===== config.mk =====
export PLATFORM = sky130hd
export DESIGN_NAME = router_fifo
export DESIGN_NICKNAME = d
export VERILOG_FILES = /design/src/rtl/router_pkg.sv /design/src/rtl/router_fifo.sv
export SDC_FILE = /design/constraint.sdc
export NUM_CORES = 1
export LEC_CHECK = 0
export ABC_AREA = 0
export BUFFER_PORTS_ARGS = -buffer_cell sky130_fd_sc_hd__buf_4
export CAP_MARGIN = 5
export CORE_MARGIN = 5
export CORE_UTILIZATION = 40
export DETAILED_ROUTE_END_ITERATION = 12
export PLACE_DENSITY = 0.59
export RECOVER_POWER = 25
export SLEW_MARGIN = 10
export SYNTH_ARGS = -nofsm -noshare
export SYNTH_HDL_FRONTEND = slang
export SYNTH_SLANG_ARGS = --single-unit

===== constraint.sdc =====
create_clock -name clock -period 2.8 [get_ports clock]
set_input_delay 0.42 -clock clock [delete_from_list [all_inputs] [get_ports clock]]
set_output_delay 0.42 -clock clock [all_outputs]
set_load 0.01 [all_outputs]

===== src/rtl/router_pkg.sv =====
// Shared types and defaults for the router FIFO: 9-bit stored word with header flag,
// plus header field positions (length [7:2], address [1:0]).
package router_pkg;

    localparam int DEPTH_DEF    = 16;
    localparam int TIMEOUT_DEF  = 30;

    localparam int LFD_BIT      = 8;
    localparam int HDR_LEN_MSB  = 7;
    localparam int HDR_LEN_LSB  = 2;
    localparam int HDR_ADDR_MSB = 1;
    localparam int HDR_ADDR_LSB = 0;

    typedef logic [8:0] fifo_word_t;

    function automatic logic [5:0] hdr_len(input logic [7:0] hdr);
        return hdr[HDR_LEN_MSB:HDR_LEN_LSB];
    endfunction

endpackage


===== src/rtl/router_fifo.sv =====
// Router output FIFO with header-driven packet byte counter.
// Idle-timeout flush is built only when ROUTER_FIFO_TIMEOUT_EN is defined.
module router_fifo
    import router_pkg::*;
#(
    parameter int DEPTH   = DEPTH_DEF,
    parameter int TIMEOUT = TIMEOUT_DEF
) (
    input  logic       clock,
    input  logic       reset,
    input  logic       write_enb,
    input  logic       lfd_state,
    input  logic [7:0] data_in,
    input  logic       read_enb,
    output logic [7:0] data_out,
    output logic       vld_out,
    output logic       full,
    output logic       empty,
    output logic       soft_reset
);

    localparam int AW = $clog2(DEPTH);

    fifo_word_t  mem_q [DEPTH];
    logic [AW:0] wr_ptr_q, wr_ptr_d;
    logic [AW:0] rd_ptr_q, rd_ptr_d;
    logic [5:0]  pkt_cnt_q, pkt_cnt_d;
    logic [7:0]  data_out_q, data_out_d;
    logic        empty_s, full_s, wr_en_s, rd_en_s, flush_s;
    fifo_word_t  rd_word_s;

    assign empty_s   = (wr_ptr_q == rd_ptr_q);
    assign full_s    = (wr_ptr_q[AW] != rd_ptr_q[AW]) &&
                       (wr_ptr_q[AW-1:0] == rd_ptr_q[AW-1:0]);
    assign wr_en_s   = write_enb & ~full_s & ~flush_s;
    assign rd_en_s   = read_enb & ~empty_s;
    assign rd_word_s = mem_q[rd_ptr_q[AW-1:0]];

`ifdef ROUTER_FIFO_TIMEOUT_EN
    localparam int TW = $clog2(TIMEOUT + 1);

    logic [TW-1:0] tmr_q, tmr_d;
    logic          soft_reset_q;

    // Flush fires on the edge that would complete TIMEOUT idle cycles.
    assign flush_s = ~empty_s & ~read_enb & (tmr_q == TW'(TIMEOUT - 1));

    always_comb begin
        tmr_d = tmr_q;
        if (flush_s || empty_s || read_enb) begin
            tmr_d = '0;
        end else begin
            tmr_d = tmr_q + 1'b1;
        end
    end

    always_ff @(posedge clock) begin
        if (reset) begin
            tmr_q        <= '0;
            soft_reset_q <= 1'b0;
        end else begin
            tmr_q        <= tmr_d;
            soft_reset_q <= flush_s;
        end
    end

    assign soft_reset = soft_reset_q;
`else
    assign flush_s    = 1'b0;
    assign soft_reset = 1'b0;
`endif

    // Pointer, packet counter and output byte next-state.
    always_comb begin
        wr_ptr_d   = wr_ptr_q;
        rd_ptr_d   = rd_ptr_q;
        pkt_cnt_d  = pkt_cnt_q;
        data_out_d = data_out_q;
        if (flush_s) begin
            wr_ptr_d   = '0;
            rd_ptr_d   = '0;
            pkt_cnt_d  = 6'd0;
            data_out_d = 8'h00;
        end else begin
            if (wr_en_s) begin
                wr_ptr_d = wr_ptr_q + 1'b1;
            end else begin
                wr_ptr_d = wr_ptr_q;
            end
            if (rd_en_s) begin
                rd_ptr_d   = rd_ptr_q + 1'b1;
                data_out_d = rd_word_s[7:0];
                if (rd_word_s[LFD_BIT]) begin
                    pkt_cnt_d = hdr_len(rd_word_s[7:0]) + 6'd1;
                end else if (pkt_cnt_q != 6'd0) begin
                    pkt_cnt_d = pkt_cnt_q - 6'd1;
                end else begin
                    pkt_cnt_d = pkt_cnt_q;
                end
            end else if (empty_s && (pkt_cnt_q == 6'd0)) begin
                data_out_d = 8'h00;
            end else begin
                data_out_d = data_out_q;
            end
        end
    end

    always_ff @(posedge clock) begin
        if (reset) begin
            wr_ptr_q   <= '0;
            rd_ptr_q   <= '0;
            pkt_cnt_q  <= 6'd0;
            data_out_q <= 8'h00;
        end else begin
            wr_ptr_q   <= wr_ptr_d;
            rd_ptr_q   <= rd_ptr_d;
            pkt_cnt_q  <= pkt_cnt_d;
            data_out_q <= data_out_d;
        end
    end

    // Storage array is intentionally not cleared by reset.
    always_ff @(posedge clock) begin
        if (wr_en_s) begin
            mem_q[wr_ptr_q[AW-1:0]] <= {lfd_state, data_in};
        end
    end

    assign data_out = data_out_q;
    assign empty    = empty_s;
    assign full     = full_s;
    assign vld_out  = ~empty_s;

endmodule


==> results of run 1 <==
==> worst max-delay path by stage <==
stage                         endpoint  cells after the start
after CTS                 pkt_cnt_q[0]                      7
after global routing      pkt_cnt_q[2]                      7
final                     pkt_cnt_q[0]                      7
after floorplan           pkt_cnt_q[2]                      9
after detailed placement  pkt_cnt_q[0]                      7
after global placement    pkt_cnt_q[2]                      7
==> kinds of logic after synthesis <==
| logic type | after synthesis |
|---|---|
| and+or+nand+nor | 100 |
| AOI/OAI and AO/OA | 48 |
| muxes | 42 |
| DFF | 172 |
| buffers and inverters | 29 |
| xor gates and xnor gates | 16 |
| adders and majority gates | 8 |
| other | 1 |
==> layer usage <==
| metal | track usage [%] | part of all wire (%) |
|---|---|---|
| met4 | 5.00 | 1.3 |
| met3 | 3.22 | 4.2 |
| met2 | 23.2 | 47 |
| met1 | 21.1 | 47 |
| met5 | 0 | 0 |
==> through the flow <==
stage               std cells  util, %  area, um2  power, mW
floorplan                 416        -       7060       3.73
global placement          665     43.7       7550       4.00
detailed placement        665     43.7       7550       4.01
CTS                       696     46.6       8070       6.09
global route              696     46.5       8040       6.29
finish                    696     46.5       8040       6.03
==> cells in the mapped netlist (5+ instances only) <==
cell type / count / area, um2
inv_1: 6 / 22.5
a22oi_1: 14 / 105
mux2i_1: 7 / 70.1
xor2_1: 7 / 61.3
xnor2_1: 9 / 78.8
nand2_1: 20 / 75.1
nor3_1: 8 / 40.0
nor2_1: 40 / 150
a21oi_1: 7 / 35.0
nand4_1: 6 / 37.5
ha_1: 8 / 100
dfxtp_1: 28 / 561
edfxtp_1: 144 / 4320
mux4_1: 16 / 420
mux4_2: 18 / 405
a211oi_1: 5 / 37.5
buf_2: 10 / 50.1
==> final cells by class <==
class / count / area, um2 / area share, %
multi-input combinational: 215 / 2000 / 24.8
inverter: 6 / 22.5 / 0.280
clock inverter: 11 / 78.8 / 0.980
tap: 225 / 282 / 3.50
timing repair buffer: 47 / 339 / 4.22
sequential: 172 / 4890 / 60.8
clock buffer: 20 / 437 / 5.43
==> critical path, stage by stage (launching register included) <==
cell,delay (ns)
dfxtp_2,0.65
buf_4,0.32
mux4_2,0.55
a22o_1,0.29
nor2_4,0.24
mux2i_1,0.22
a2bb2oi_1,0.08
nor2_1,0.10
==> power groups by stage <==
stage / clock (mW) / combinational (mW) / sequential, mW
3_5_place_dp: 0 / 1.02 / 2.99
3_3_place_gp: 0 / 1.01 / 2.99
4_1_cts: 2.13 / 1.03 / 2.94
2_1_floorplan: 0 / 0.781 / 2.95
6_report: 2.08 / 1.02 / 2.93
5_1_grt: 2.24 / 1.11 / 2.94
==> registers in the layout (all words and copies together), names as in the netlist, named ones only <==
signal / count
pkt_cnt_q: 6
rd_ptr_q: 5
wr_ptr_q: 5
mem_q: 144
data_out: 8
==> results.md, run 1 <==
* Outcome: completed
* Syn nets at 437
* Post-synth EDFFs at 144
* DRT iter0 DRCs at 259
* Pre-CTS setup slack at 0.242 ns
* Die outline area at 20,400 um2
* Layout cells sized above 1 at 20.0%
* Clock buffer count from CTS at 17
* CTS tree: done
* Wire length per cell at 21.0 um
* Commonest non-fill, non-tap cells in the layout: 144 x edfxtp_1, 40 x nor2_1, 39 x buf_4
* HP Start: data_in[2]
* Synth Flop Type: edfxtp_1
* Hold_buf cts at 0
* Lkg Pwr at 2.63 nW
* Synth Register Bits at 172
* YS warnings at 0
* Register area share after synthesis at 69.2%
* Fin crit share at 90.3%
* H-tree depth reported by CTS at 4
* Simple-gate portion of the synthesized area at 7.15%
* Vias in the first global route at 3,736
* Cell Rows at 48
* PnR worst setup slack at 0.273 ns
* Die width at 143 um
* Distinct cells, synth at 52
* RSZ-0062 raised after global routing: false
* Initial antenna violation count at 0
* Hold_ws at 0.331 ns
* First-pass GRT wire length at 22,200 um
* CP max FO at 16
* Post-DR vias/cell at 5.40
* Total routed wirelength at 14,600 um
* Worst vdd ir at 0.424 mV
* Final ANT Viol Nets at 0
* P_sw at 1.50 mW
* Worst path required time at 3.16 ns
* Setup Buffers After CTS at 0
* Dpl hpwl at 9460 um
* First-pass DRT Iterations at 4
* Max-slew violation count at 0
* XOR/XNOR Fraction of Synth Area at 1.99%
* Io pins at 25
* Total gr overflow at 0
* Logic pwr share at 16.9%
* Initial core utilization at 40.8%
* Synth Area in Compound Gates at 4.82%
* Rel. slew slack at 57.0%
* Avg Cell Area, Syn at 17.0 um2
* R2r endpoint: pkt_cnt_q[0]
* Clk_lat worst skew at 0.42 ns
* Synthesized-area fraction occupied by adder cells at 1.42%
* CTS sink count at 172
* Post-synthesis mux area share at 12.9%
* Crit path kind: flop to flop
* DRC viols at 0
* Nets at 480
* Clk root buf: clkbuf_16
* Largest net degree at the start of global routing at 39
* CP arrival at 2.89 ns
* N_diodes at 0
* Max Cap Violations at 0
* Clock Path Buffers at 2
* Core Box Area at 17,300 um2
* Mapped Area at 7060 um2
* Hold Crit Endpoint: mem_q[6][2]
* Placer Congestion at 0.768
* Via count at 3,761
* Async set or reset register ratio after synthesis at 0%
* Sequential Power Share at 48.7%
* Sw Ratio at 25.0%
* Endpoint type of the worst setup path: flop
* # setup viols final at 0
* Mapped Cells at 416
* Fin. Hold Viols at 0
* Fmax achieved at 396 MHz
* Min Tclk post-route at 2.53 ns
* Most common cell after layout, fill and taps aside: edfxtp_1
* Reg clk slew, reported paths at 0.06 ns
* Worst reg-to-reg setup slack at 0.27 ns
* Area Overhead vs Synth at 14.0%
* Worst hold path class: input port to flop
* Clk_skew at 0.00842 ns
* Total negative setup slack at 0 ns
* Internal at 4.52 mW
* Largest family of logic cells by synthesized area: multiplexers
* Die Y at 143 um
* Cells on worst reg2reg path at 7
* Pwr dens at 750 nW/um2
* Share of total power in the clock network at 34.5%
* Slew @ Worst Pin at 0.645 ns
* Crit start category: flop
* Hold depth at 1
* Overall Global Routing Usage at 14.9%
* CTS resizes at 0
* Buffers on Ports at 23
* Fillers at 1,491
Power figures use the tool's default switching activity.
==> run 2, diff against run 1 <==
Settings changed: SETUP_SLACK_MARGIN from default to 0.4.
Clock period 2.8 ns to 2.5 ns, I/O delays scaled along.
==> run 2 against run 1 <==
Compared with the run above: maximum frequency grew 15%; clock skew grew 0.0041 ns; clock-buffer cell count shrank 3; clock power increased by 23%; global-route usage up 0.15 points; largest cell class unchanged; highest routed layer unchanged.
==> results.md, run 2 (synthesis gave the netlist of run 1 again) <==
* Outcome: completed
* Clock Path Buffers at 2 (unchanged)
* Hold_buf cts at 0 (unchanged)
* Fmax achieved at 457 MHz (+15%)
* Max Cap Violations at 0 (unchanged)
* Largest net degree at the start of global routing at 39 (unchanged)
* Internal at 5.31 mW (+17%)
* Area Overhead vs Synth at 19.3%
* Fin crit share at 87.5% (-2.7 points)
* Vias in the first global route at 3,905 (+4.5%)
* Share of total power in the clock network at 35.3% (+0.8 points)
* Total gr overflow at 0 (unchanged)
* Slew @ Worst Pin at 0.740 ns (+0.0947 ns)
* Die Y at 143 um (unchanged)
* Crit path kind: flop to flop
* Cell Rows at 48 (unchanged)
* Non-filler instance count after layout at 717 (+3.0%)
* Initial antenna violation count at 0 (unchanged)
* Die width at 143 um (unchanged)
* H-tree depth reported by CTS at 4 (unchanged)
* Clock buffer count from CTS at 17 (unchanged)
* Lkg Pwr at 2.78 nW (+5.8%)
* Worst path required time at 2.85 ns (-0.31 ns)
* Cells on worst reg2reg path at 8 (+1)
* Min Tclk post-route at 2.19 ns (-0.339 ns)
* Max reg flops at 144 (unchanged)
* DRC viols at 0 (unchanged)
* Design area at 8420 um2 (+4.7%)
* P_sw at 1.92 mW (+27%)
* Fillers at 1,461 (-2.0%)
* Total routed wirelength at 14,800 um (+1.1%)
* Pwr dens at 859 nW/um2 (+15%)
* Clk_lat worst skew at 0.42 ns (about the same)
* DRT iter0 DRCs at 210 (-19%)
* Clk_skew at 0.0125 ns (+0.00409 ns)
* Core Box Area at 17,300 um2 (unchanged)
* Reg clk slew, reported paths at 0.07 ns (about the same)
* Post-DR vias/cell at 5.31 (-1.7%)
* Wire length per cell at 20.6 um (-1.9%)
* DP Area at 7610 um2 (+0.83%)
* Nets at 500 (+4.2%)
* Hold depth at 1 (unchanged)
* Initial core utilization at 40.8% (unchanged)
* Util after Layout at 48.7% (+2.2 points)
* Tot Pwr at 7.23 mW (+20%)
* RSZ-0062 raised after global routing: true
* Logic pwr share at 19.5% (+2.6 points)
* Most common cell after layout, fill and taps aside: edfxtp_1
* Commonest non-fill, non-tap cells in the layout: 144 x edfxtp_1, 52 x buf_4, 37 x nor2_1
* Sw Ratio at 26.5% (+1.5 points)
* Via count at 3,807 (+1.2%)
* # setup viols final at 0 (unchanged)
* Register area at 4890 um2 (+0.13%)
* Total negative setup slack at 0 ns (unchanged)
* Worst vdd ir at 0.521 mV (+23%)
* Max-slew violation count at 0 (unchanged)
* Layout cells sized above 1 at 30.9% (+11 points)
* Endpoint type of the worst setup path: flop
* CTS tree: done
* Sequential Power Share at 45.2% (-3.5 points)
* Worst hold path class: input port to flop
* HP Start: data_in[4]
* Post-placement cell count at 670 (+0.75%)
* Final ANT Viol Nets at 0 (unchanged)
* First-pass DRT Iterations at 5 (+1)
* N_diodes at 0 (unchanged)
* Fin. Hold Viols at 0 (unchanged)
* Crit start category: flop
* Buffers on Ports at 23 (unchanged)
* CTS sink count at 172 (unchanged)
* Dpl hpwl at 9320 um (-1.4%)
* Overall Global Routing Usage at 15.1% (+0.15 points)
* Die outline area at 20,400 um2 (unchanged)
* CP max FO at 7 (-9)
* First-pass GRT wire length at 22,800 um (+2.8%)
* Rel. slew slack at 50.7% (-6.3 points)
* Placer Congestion at 0.805 (+4.7%)
* CP arrival at 2.54 ns (-0.35 ns)
* Area of the multi-input gates at 2080 um2 (+4.3%)
* Io pins at 25 (unchanged)
* Clk root buf: clkbuf_16
==> run 2: changes by cell type in the layout (fill, tap and decap cells not counted), sizes merged <==
cell	previous run	this run
buf	40	58
clkbuf	27	26
clkinv	9	3
clkinvlp	1	2
inv	6	15
==> run 2: final timing paths <==
path,to,slack [ns]
setup / recovery,pkt_cnt_q[2],0.31
hold / removal,mem_q[15][4],0.29
setup reg to reg,pkt_cnt_q[2],0.31
hold reg to reg,data_out[1],0.49
==> run 2: layer usage <==
layer	share of wire [%]	wire length [um]	global-route usage, %
met3	7.0	1030	3.52
met2	49	7180	24.2
met1	43	6400	21.0
met5	0	0	0
met4	1.0	151	3.80
==> run 2: timing repair <==
action                     4_1_cts  5_1_grt
resized for setup               19       13
setup endpoints to repair       40       58
buffers inserted                11        2
pin swaps                        9        4
cloned                           1        1
==> run 2: area by class of cell <==
class                      count  share of cell area, %
tap                          225                   3.35
clock buffer                  17                   5.06
inverter                       6                  0.268
timing repair buffer          67                   6.71
sequential                   172                   58.1
clock inverter                15                   1.77
multi-input combinational    215                   24.7
==> run 2: worst max-delay path, stage by stage (launching register included) <==
cell,delay (ns)
dfxtp_4,0.41
buf_12,0.15
mux4_2,0.54
a22oi_2,0.16
nand2_2,0.11
ha_4,0.18
xnor2_1,0.12
or3_1,0.31
a31oi_1,0.12
==> run 2: power groups by stage <==
| stage | logic, mW | clock network [mW] | registers (mW) |
|---|---|---|---|
| final | 1.41 | 2.55 | 3.27 |
| after global routing | 1.53 | 2.75 | 3.28 |
| after CTS | 1.37 | 2.60 | 3.26 |
| after detailed placement | 1.20 | 0 | 3.32 |
| after global placement | 1.19 | 0 | 3.31 |
| after floorplan | 0.887 | 0 | 3.31 |
==> run 2: through the flow <==
stage	hold WS, ns	setup slack (ns)
2_1_floorplan	0.474	0.311
3_3_place_gp	0.474	0.280
3_5_place_dp	0.483	0.252
4_1_cts	0.248	0.337
5_1_grt	0.286	0.241
6_report	0.294	0.312
